**config.mk**
```make
export PLATFORM = sky130hd
export DESIGN_NAME = pipeline_ctrl
export DESIGN_NICKNAME = d
export VERILOG_FILES = /design/src/rtl/pipeline_ctrl.sv
export SDC_FILE = /design/constraint.sdc
export NUM_CORES = 1
export LEC_CHECK = 0
export BUFFER_PORTS_ARGS = -buffer_cell sky130_fd_sc_hd__buf_2
export CAP_MARGIN = 20
export CORE_MARGIN = 5
export CORE_UTILIZATION = 53
export DETAILED_ROUTE_END_ITERATION = 7
export PLACE_DENSITY = 0.79
export REMOVE_ABC_BUFFERS = 1
export SYNTH_ARGS = -nofsm -noshare
export SYNTH_HDL_FRONTEND = slang
export SYNTH_SLANG_ARGS = --single-unit
export TNS_END_PERCENT = 100
```
**constraint.sdc**
```tcl
create_clock -name clk -period 3.4 [get_ports clk]
set_clock_uncertainty 0.15 [all_clocks]
set_input_delay 1.02 -clock clk [delete_from_list [all_inputs] [get_ports clk]]
set_output_delay 1.02 -clock clk [all_outputs]
set_load 0.005 [all_outputs]
```
**src/rtl/pipeline_ctrl.sv**
```systemverilog
// pipeline_ctrl: stall/flush controller for a 5-stage in-order pipeline.
//
// Ports
//   clk, reset      : single clock, synchronous active-high reset
//   dmem_miss       : M-stage data access missed this cycle
//   dmem_ready      : outstanding D-miss refill completes this cycle
//   imem_ready      : fetch data valid this cycle
//   ld_use_d        : load-use hazard detected in D
//   branch_taken_e  : taken branch/jump resolved in E
//   mul_e           : E holds a multiply
//   pc_en           : PC update enable
//   en_fd/de/em/mw  : pipeline register enables
//   flush_fd/de/em/mw : pipeline register bubble inserts (override enables)
//   mul_done        : multiply leaves E this cycle
//   dwait           : FSM is waiting for a D-miss refill (exposes FSM state)
//   stall_cycles    : saturating count of cycles with en_fd=0 outside reset
//
// Handshake: a D-miss is a request/response pair. dmem_miss in RUN opens the
// transaction and dmem_ready closes it in the same cycle it is seen; a
// second dmem_miss while one is outstanding is ignored.
module pipeline_ctrl #(
  parameter int MUL_LAT = 4,
  parameter int PERF_W  = 32
) (
  input  logic              clk,
  input  logic              reset,
  input  logic              dmem_miss,
  input  logic              dmem_ready,
  input  logic              imem_ready,
  input  logic              ld_use_d,
  input  logic              branch_taken_e,
  input  logic              mul_e,
  output logic              pc_en,
  output logic              en_fd,
  output logic              en_de,
  output logic              en_em,
  output logic              en_mw,
  output logic              flush_fd,
  output logic              flush_de,
  output logic              flush_em,
  output logic              flush_mw,
  output logic              mul_done,
  output logic              dwait,
  output logic [PERF_W-1:0] stall_cycles
);

  localparam int CW = $clog2(MUL_LAT + 1);
  localparam logic L_MULTI = (MUL_LAT > 1);
  localparam logic L_SINGLE = (MUL_LAT == 1);

  typedef enum logic {S_RUN = 1'b0, S_DWAIT = 1'b1} state_t;

  state_t            r_state;
  state_t            w_next_state;
  logic [CW-1:0]     r_mul_cnt;
  logic              r_e_new;
  logic [PERF_W-1:0] r_stall_cycles;

  logic w_dstall;
  logic w_mul_start;
  logic w_mbusy;
  logic w_mul_done;

  // A multiply starts only on the first cycle a new instruction sits in E,
  // so a multiply held in E by a stall is not restarted.
  assign w_mul_start = mul_e & r_e_new;
  assign w_mbusy     = (w_mul_start & L_MULTI) | (r_mul_cnt > CW'(1));
  assign w_mul_done  = (r_mul_cnt == CW'(1)) | (w_mul_start & L_SINGLE);

  assign w_dstall = ((r_state == S_RUN) & dmem_miss) |
                    ((r_state == S_DWAIT) & ~dmem_ready);

  always_comb begin
    w_next_state = r_state;
    case (r_state)
      S_RUN:   if (dmem_miss)  w_next_state = S_DWAIT;
      S_DWAIT: if (dmem_ready) w_next_state = S_RUN;
      default: w_next_state = S_RUN;
    endcase
  end

  // Priority-ordered hazard resolution. A branch under dstall/mbusy is not
  // acted upon: E is frozen, so the branch is seen again on release.
  always_comb begin
    pc_en    = 1'b1;
    en_fd    = 1'b1;
    en_de    = 1'b1;
    en_em    = 1'b1;
    en_mw    = 1'b1;
    flush_fd = 1'b0;
    flush_de = 1'b0;
    flush_em = 1'b0;
    flush_mw = 1'b0;
    mul_done = w_mul_done & ~reset;
    if (reset) begin
      pc_en    = 1'b0;
      en_fd    = 1'b0;
      en_de    = 1'b0;
      en_em    = 1'b0;
      en_mw    = 1'b0;
      flush_fd = 1'b1;
      flush_de = 1'b1;
      flush_em = 1'b1;
      flush_mw = 1'b1;
    end else if (w_dstall) begin
      pc_en    = 1'b0;
      en_fd    = 1'b0;
      en_de    = 1'b0;
      en_em    = 1'b0;
      flush_mw = 1'b1;
    end else if (w_mbusy) begin
      pc_en    = 1'b0;
      en_fd    = 1'b0;
      en_de    = 1'b0;
      flush_em = 1'b1;
    end else if (branch_taken_e) begin
      flush_fd = 1'b1;
      flush_de = 1'b1;
    end else if (ld_use_d) begin
      pc_en    = 1'b0;
      en_fd    = 1'b0;
      flush_de = 1'b1;
    end else if (!imem_ready) begin
      pc_en    = 1'b0;
      flush_fd = 1'b1;
    end
  end

  always_ff @(posedge clk) begin
    if (reset) begin
      r_state        <= S_RUN;
      r_mul_cnt      <= '0;
      r_e_new        <= 1'b0;
      r_stall_cycles <= '0;
    end else begin
      r_state <= w_next_state;
      r_e_new <= en_de & ~flush_de;
      // The multiplier keeps counting through D-miss stalls.
      if (w_mul_start) begin
        r_mul_cnt <= CW'(MUL_LAT - 1);
      end else if (r_mul_cnt != '0) begin
        r_mul_cnt <= r_mul_cnt - CW'(1);
      end
      if (!en_fd && (r_stall_cycles != '1)) begin
        r_stall_cycles <= r_stall_cycles + PERF_W'(1);
      end
    end
  end

  assign dwait        = (r_state == S_DWAIT);
  assign stall_cycles = r_stall_cycles;

endmodule

```
== After elaboration in Yosys (flattened, before gate mapping) ==
Cells that the tools add are included.
Widths: inputs -> output; s select.
Operators by class
  reduce and logical (&&, ||, !) cells: 5
  equality and inequality tests: 2
  bitwise operators: 11
  add/subtract/negate cells: 2
  muxes and demuxes: 38
  order comparisons: 1
Operator list (number)
  $mux 1: 35
  $add 32x1->32 const B: 1
  $ne 32x32->1 const B: 1
  $and 1x1->1: 5
  $mux 2: 2
  $not 1->1: 4
  $eq 3x1->1 const B: 1
  $gt 3x1->1 const B: 1
  $reduce_bool 3->1: 1
  $sub 3x1->3 const B: 1
  $or 1x1->1: 2
  $pmux 1 s2: 1
  $reduce_bool 2->1: 1
  $reduce_or 2->1: 1
  $logic_and 1x1->1: 1
  $logic_not 1->1: 1
Storage, ports and cells
  output and inout port bits: 43
  logic and storage cells: 64
  bits in registers: 37
  input port bits: 8

== Logic depth before layout (Yosys ltp) ==
Gate-level depths: netlist of the first run.
  depth in word-level cells: 7
  mapped depth: 9
  mapped depth without buffers: 7

== Worst setup path after synthesis of the first run ==
No wires, ideal clock.
  path kind: input -> output
  start: in reset
  end: out pc_en
  setup slack: 0.335 ns
  stages on the path: 5
  buffers on the path: 1
  arrival time: 1.895 ns
  data required time: 2.230 ns
  path through: buf_2 > inv_1 > o21ai_0 > nor2_1 > o21a_1
Between the ends
  cells in the longest elaborated chain, start to end: 1
RTL lines
  start: declaration: line 26  | input logic reset,
  $mux 1: line 95  | if (reset) begin
  end: declaration: line 33  | output logic pc_en,
No other way between the ends.

== Worst setup path after layout of the first run ==
  start: in dmem_ready
  end: out pc_en
Between the ends
  cells in the longest elaborated chain, start to end: 5
RTL lines
  start: declaration: line 28  | input logic dmem_ready,
  $not 1->1: line 71  | ((r_state == S_DWAIT) & ~dmem_ready);
  $and 1x1->1: line 71
  $or 1x1->1: line 70  | assign w_dstall = ((r_state == S_RUN) & dmem_miss) |
  $mux 1: line 105  | end else if (w_dstall) begin
  $mux 1: line 95
No other way between the ends.

==> results.cfg, run 1 <==
[floorplan]
die_area_um2 = 5310
core-area_um2 = 3740
die_w_um = 72.9
io-pin-count = 51
initial_core_util_pct = 56.0
fp.dieH_um = 72.9
num_rows = 22

[placed_design]
pre_cts_slack_ps = 251
portBuffers = 50
globalplace.congestion = 0.888
dpl.cell_count = 353
dp_hpwl_um = 3740
placed_area_um2 = 2400

[hold_path]
hp-start = r_e_new
hp-class = flip-flop to flip-flop
whs_path_depth = 1

[setup_path]
path_class = primary input to primary output
end_kind = primary output
setup.worst_path.start = dmem_ready
reg2reg_from = stall_cycles[12]
arrival_ps = 1980
r2r_cells = 5
cp.required_ps = 2230
startpoint_type = primary input
worst-path-max-fanout = 6

[final_layout]
drive_above_1_share_pct = 25.2
n_fill_cell = 346
num_antenna_cells = 0
final_cell_mix = 50 x buf_2, 37 x dfxtp_1, 26 x a21oi_1
multi_input_area_um2 = 1270
nets = 324
final_area_um2 = 2480
utilization_pct = 66.3
fin_cells = 361
regArea_um2 = 741
layout_commonest_cell = buf_2
area_growth_pct = 18.4

[global_route]
grt_usage_pct = 20.4
grt_max_degree = 45
grt_overflow = 0
antenna_found_initial = 0
grt_pass1_wl_um = 8450
grt_pass1_vias = 1841

[sta]
period_share_pct = 92.6
worstMarginPinSlew_ps = 794
drv_slew = 0
clock.fmax_mhz = 318
worst_hold_slack_ps = 306
finalCriticalPeriod_ps = 3150
setup_slack_ps = 252
finalSetupTns_ps = 0
grt_setup_unrepaired = no
maxSlewHeadroom_pct = 46.6
hold_violations = 0
setup_viol = 0

[synth]
synthCells = 261
synth.top_cells.by_area = dfxtp_1 35%, a21oi_1 6.2%, o31ai_1 5.4%
synth_seq_cells = 37
synth-warning-count = 0
synth-edff-count = 0
synthArstFlopShare_pct = 0
syn_area_per_cell_um2 = 8.03
synth_cell_types = 39
syn_area_um2 = 2100
synth_seq_area_share_pct = 35.3
yosys.area.top_type = dfxtp_1
yosysTopAreaCellShare_pct = 35.3
synth_flop_cell = dfxtp_1

[route]
route.vias.total = 2132
drc = 0
ant_nets = 0
vias_per_cell = 5.91
first_iter_violations = 115
drt_wl_total_um = 5070
wl_per_cell_um = 14.0
drt_pass1_iterations = 4

[cts]
clockRootBuffer = clkbuf_8
cts_max_path_buffers = 2
clk_pin_slew_ps = 60
h-tree-depth = 2
cts_tree = done
post_cts_buffers = 0
hold_buffers = 0
insertion_delay_ps = 300
cts.sinks = 37
numCtsBuffers = 5
cts_resized = 0

[flow_run]
cap_viol_max_count = 0

[pwr]
p_total_mw = 0.983
leakage_nw = 0.965
powerDensity_nw_per_um2 = 396
peakVddDrop_v = 0.000299

[outcome]
status = finished clean
## per-layer routing
layer	up-vias	wire, um	part of all wire (%)	global-route usage (%)
li1	1089	-	-	-
met1	982	2280	45	25.3
met2	54	2410	48	32.9
met3	7	281	5.5	6.06
met4	0	95	1.9	8.20
met5	-	0	0	0
## final cells by class
cell class                 count  area share [%]
inverter                      10            1.51
timing repair buffer          55            11.6
sequential                    37            29.8
tap                           48            2.42
clock buffer                   6            2.92
multi-input combinational    203            51.3
clock inverter                 2           0.403
## sequential cells by signal (all words and copies together) (netlist names)
signal / flops
dwait: 1
r_e_new: 1
r_mul_cnt: 3
stall_cycles: 32
## power by group
group | total [mW] | switching (mW) | internal (mW)
registers | 0.481 | 0.0237 | 0.458
logic | 0.203 | 0.110 | 0.0924
clock network | 0.299 | 0.157 | 0.142
total | 0.983 | 0.291 | 0.692
## worst max-delay path, stage by stage
cell	delay [ps]
buf_2	90
and2_1	130
o211ai_1	360
nor2_1	140
o21a_1	120
buf_2	120
## worst paths after layout
kind | slack, ps | end
setup reg to reg | 920 | stall_cycles[6]
setup / recovery | 250 | pc_en
hold reg to reg | 310 | r_mul_cnt[2]
hold / removal | 310 | r_mul_cnt[2]
## kinds of logic after synthesis
logic type,share of synthesized area [%]
and+or+nand+nor,34.0
AOI/OAI and AO/OA,19.2
DFF,35.3
buffers and inverters,3.88
muxes,4.83
adders and majority gates,2.39
xor gates and xnor gates,0.418
## synthesized netlist by cell type, types with 2 or more instances
| master | count |
|---|---|
| dfxtp_1 | 37 |
| a21oi_1 | 26 |
| nor2_1 | 22 |
| nand2_1 | 21 |
| o31ai_1 | 15 |
| or4_1 | 15 |
| nand3_1 | 11 |
| inv_1 | 10 |
| o21ai_0 | 10 |
| mux2_2 | 9 |
| nor4_1 | 9 |
| clkbuf_1 | 8 |
| nor2b_1 | 8 |
| nor3_1 | 7 |
| and3_1 | 5 |
| nand4_1 | 5 |
| or3_1 | 5 |
| ha_1 | 4 |
| and2_1 | 3 |
| and4_1 | 3 |
| a211oi_1 | 2 |
| buf_2 | 2 |
| nor3b_1 | 2 |
| nor4b_1 | 2 |
| o21a_1 | 2 |
| o21bai_1 | 2 |
| o31a_1 | 2 |
| or2_2 | 2 |
| or4b_2 | 2 |
Note: power is estimated with default switching activity, not from simulation.
==> run 2: changes to the inputs <==
--- a/config.mk
+++ b/config.mk
@@ -10,7 +10,7 @@
 export CORE_MARGIN = 5
 export CORE_UTILIZATION = 53
 export DETAILED_ROUTE_END_ITERATION = 7
-export PLACE_DENSITY = 0.79
+export PLACE_DENSITY_LB_ADDON = 0.12
 export REMOVE_ABC_BUFFERS = 1
 export SYNTH_ARGS = -nofsm -noshare
 export SYNTH_HDL_FRONTEND = slang
==> constraint.sdc (replaced) <==
create_clock -name clk -period 3.4 [get_ports clk]
set_clock_uncertainty 0.15 [all_clocks]
set_input_delay 1.02 -clock clk [delete_from_list [all_inputs] [get_ports clk]]
set_output_delay 1.02 -clock clk [all_outputs]
set_load 0.1 [all_outputs]
==> results.cfg, run 2 (synthesized netlist as in run 1, its figures left out) <==
[sta]
hold_violations = 0
setup_slack_ps = 128
drv_slew = 0
setup_viol = 0
grt_setup_unrepaired = no
finalCriticalPeriod_ps = 3270
worstMarginPinSlew_ps = 784
finalSetupTns_ps = 0
clock.fmax_mhz = 306
maxSlewHeadroom_pct = 47.3
period_share_pct = 96.2

[cts]
hold_buffers = 0
cts_resized = 0
clk_pin_slew_ps = 70
insertion_delay_ps = 290
clockRootBuffer = clkbuf_8
cts_tree = done
post_cts_buffers = 0
h-tree-depth = 2
cts_max_path_buffers = 2
numCtsBuffers = 5
cts.sinks = 37

[global_route]
antenna_found_initial = 0
gr-max-usage-layer = met2
grt_usage_pct = 19.7
grt_use_met3_pct = 5.10
grt_overflow = 0
grt_pass1_vias = 1843
grt_pass1_wl_um = 8470
use_met2_pct = 31.0
grt_util_met1_pct = 27.3
grt_max_degree = 27

[pwr]
leakage_nw = 1.01
pwr-share-seq_pct = 37.6
switching_share_pct = 39.0
powerDensity_nw_per_um2 = 490
peakVddDrop_v = 0.000422
p_switching_mw = 0.500
power_frac_comb_pct = 35.9
p_int_mw = 0.782
pwr-share-clk_pct = 26.4

[setup_path]
cp.required_ps = 2230
arrival_ps = 2100
end_kind = primary output
r2r_cells = 8
worst-path-max-fanout = 6
path_class = primary input to primary output
reg2reg_from = r_mul_cnt[1]
startpoint_type = primary input
setup.worst_path.start = mul_e

[final_layout]
num_antenna_cells = 0
regArea_um2 = 741
n_fill_cell = 333
largest_register_ffs = 32
drive_above_1_share_pct = 25.8
layout_commonest_cell = buf_2
area_growth_pct = 24.7
nets = 325
multi_input_area_um2 = 1270
final_cell_mix = 43 x buf_2, 37 x dfxtp_1, 26 x a21oi_1

[floorplan]
initial_core_util_pct = 56.0
num_rows = 22
io-pin-count = 51
core-area_um2 = 3740
die_w_um = 72.9
die_area_um2 = 5310
fp.dieH_um = 72.9

[hold_path]
hp-class = flip-flop to flip-flop
whs_path_depth = 1
hp-start = r_e_new

[route]
route.vias.total = 2123
first_iter_violations = 96
ant_nets = 0
drc = 0
drt_wl_total_um = 5070
drt_pass1_iterations = 4
vias_per_cell = 5.86
wl_per_cell_um = 14.0

[flow_run]
cap_viol_max_count = 0

[placed_design]
globalplace.congestion = 0.825
dp_hpwl_um = 3790
pre_cts_slack_ps = 115
portBuffers = 50

[outcome]
status = finished clean
## run 2: cell count changes in the layout (fill, tap and decap cells not counted)
| cell | change |
|---|---|
| buf_4 | +1 |
| clkbuf_1 | -1 |
| clkinv_2 | -1 |
| buf_12 | +7 |
| clkbuf_8 | +2 |
| buf_2 | -7 |
## run 2: power by group through the flow
stage / Combinational [mW] / Clock (mW) / Sequential [mW]
after floorplan: 0.276 / 0 / 0.545
after global placement: 0.457 / 0 / 0.492
after detailed placement: 0.465 / 0 / 0.494
after CTS: 0.466 / 0.347 / 0.483
after global routing: 0.492 / 0.367 / 0.487
final: 0.460 / 0.339 / 0.483
## run 2: layout make-up
| type | instances | share of cell area, % |
|---|---|---|
| multi-input cells | 203 | 48.8 |
| inverters | 10 | 1.44 |
| clock inverters | 1 | 0.191 |
| repair buffers | 56 | 15.3 |
| well taps | 48 | 2.30 |
| flip-flops and latches | 37 | 28.3 |
| clock buffers | 7 | 3.68 |
## run 2: worst max-delay path, stage by stage
cell and delay, ps:
buf_2 110, a21oi_1 180, o211ai_1 210, o21ai_0 360, buf_12 220
## run 2: worst paths after layout
check                                        end  slack, ps
worst max register to register  stall_cycles[13]        780
worst min register to register      r_mul_cnt[2]        310
worst max-delay path                    flush_fd        130
worst min-delay path                r_mul_cnt[2]        310
## run 2: metrics by stage
step	area, um2	hold slack (ps)	util (%)	instances	power [mW]
after CTS	2620	311	69.9	362	1.30
after global routing	2620	340	69.9	362	1.35
after global placement	2510	305	67.1	354	0.949
after floorplan	2050	283	-	250	0.821
final	2620	309	69.9	362	1.28
after detailed placement	2510	300	67.1	354	0.958
## run 2: layer usage
metal	wire, um	vias to the layer above
met1	2380	977
met2	2340	54
met5	0	-
met3	296	5
met4	49	0
li1	-	1087
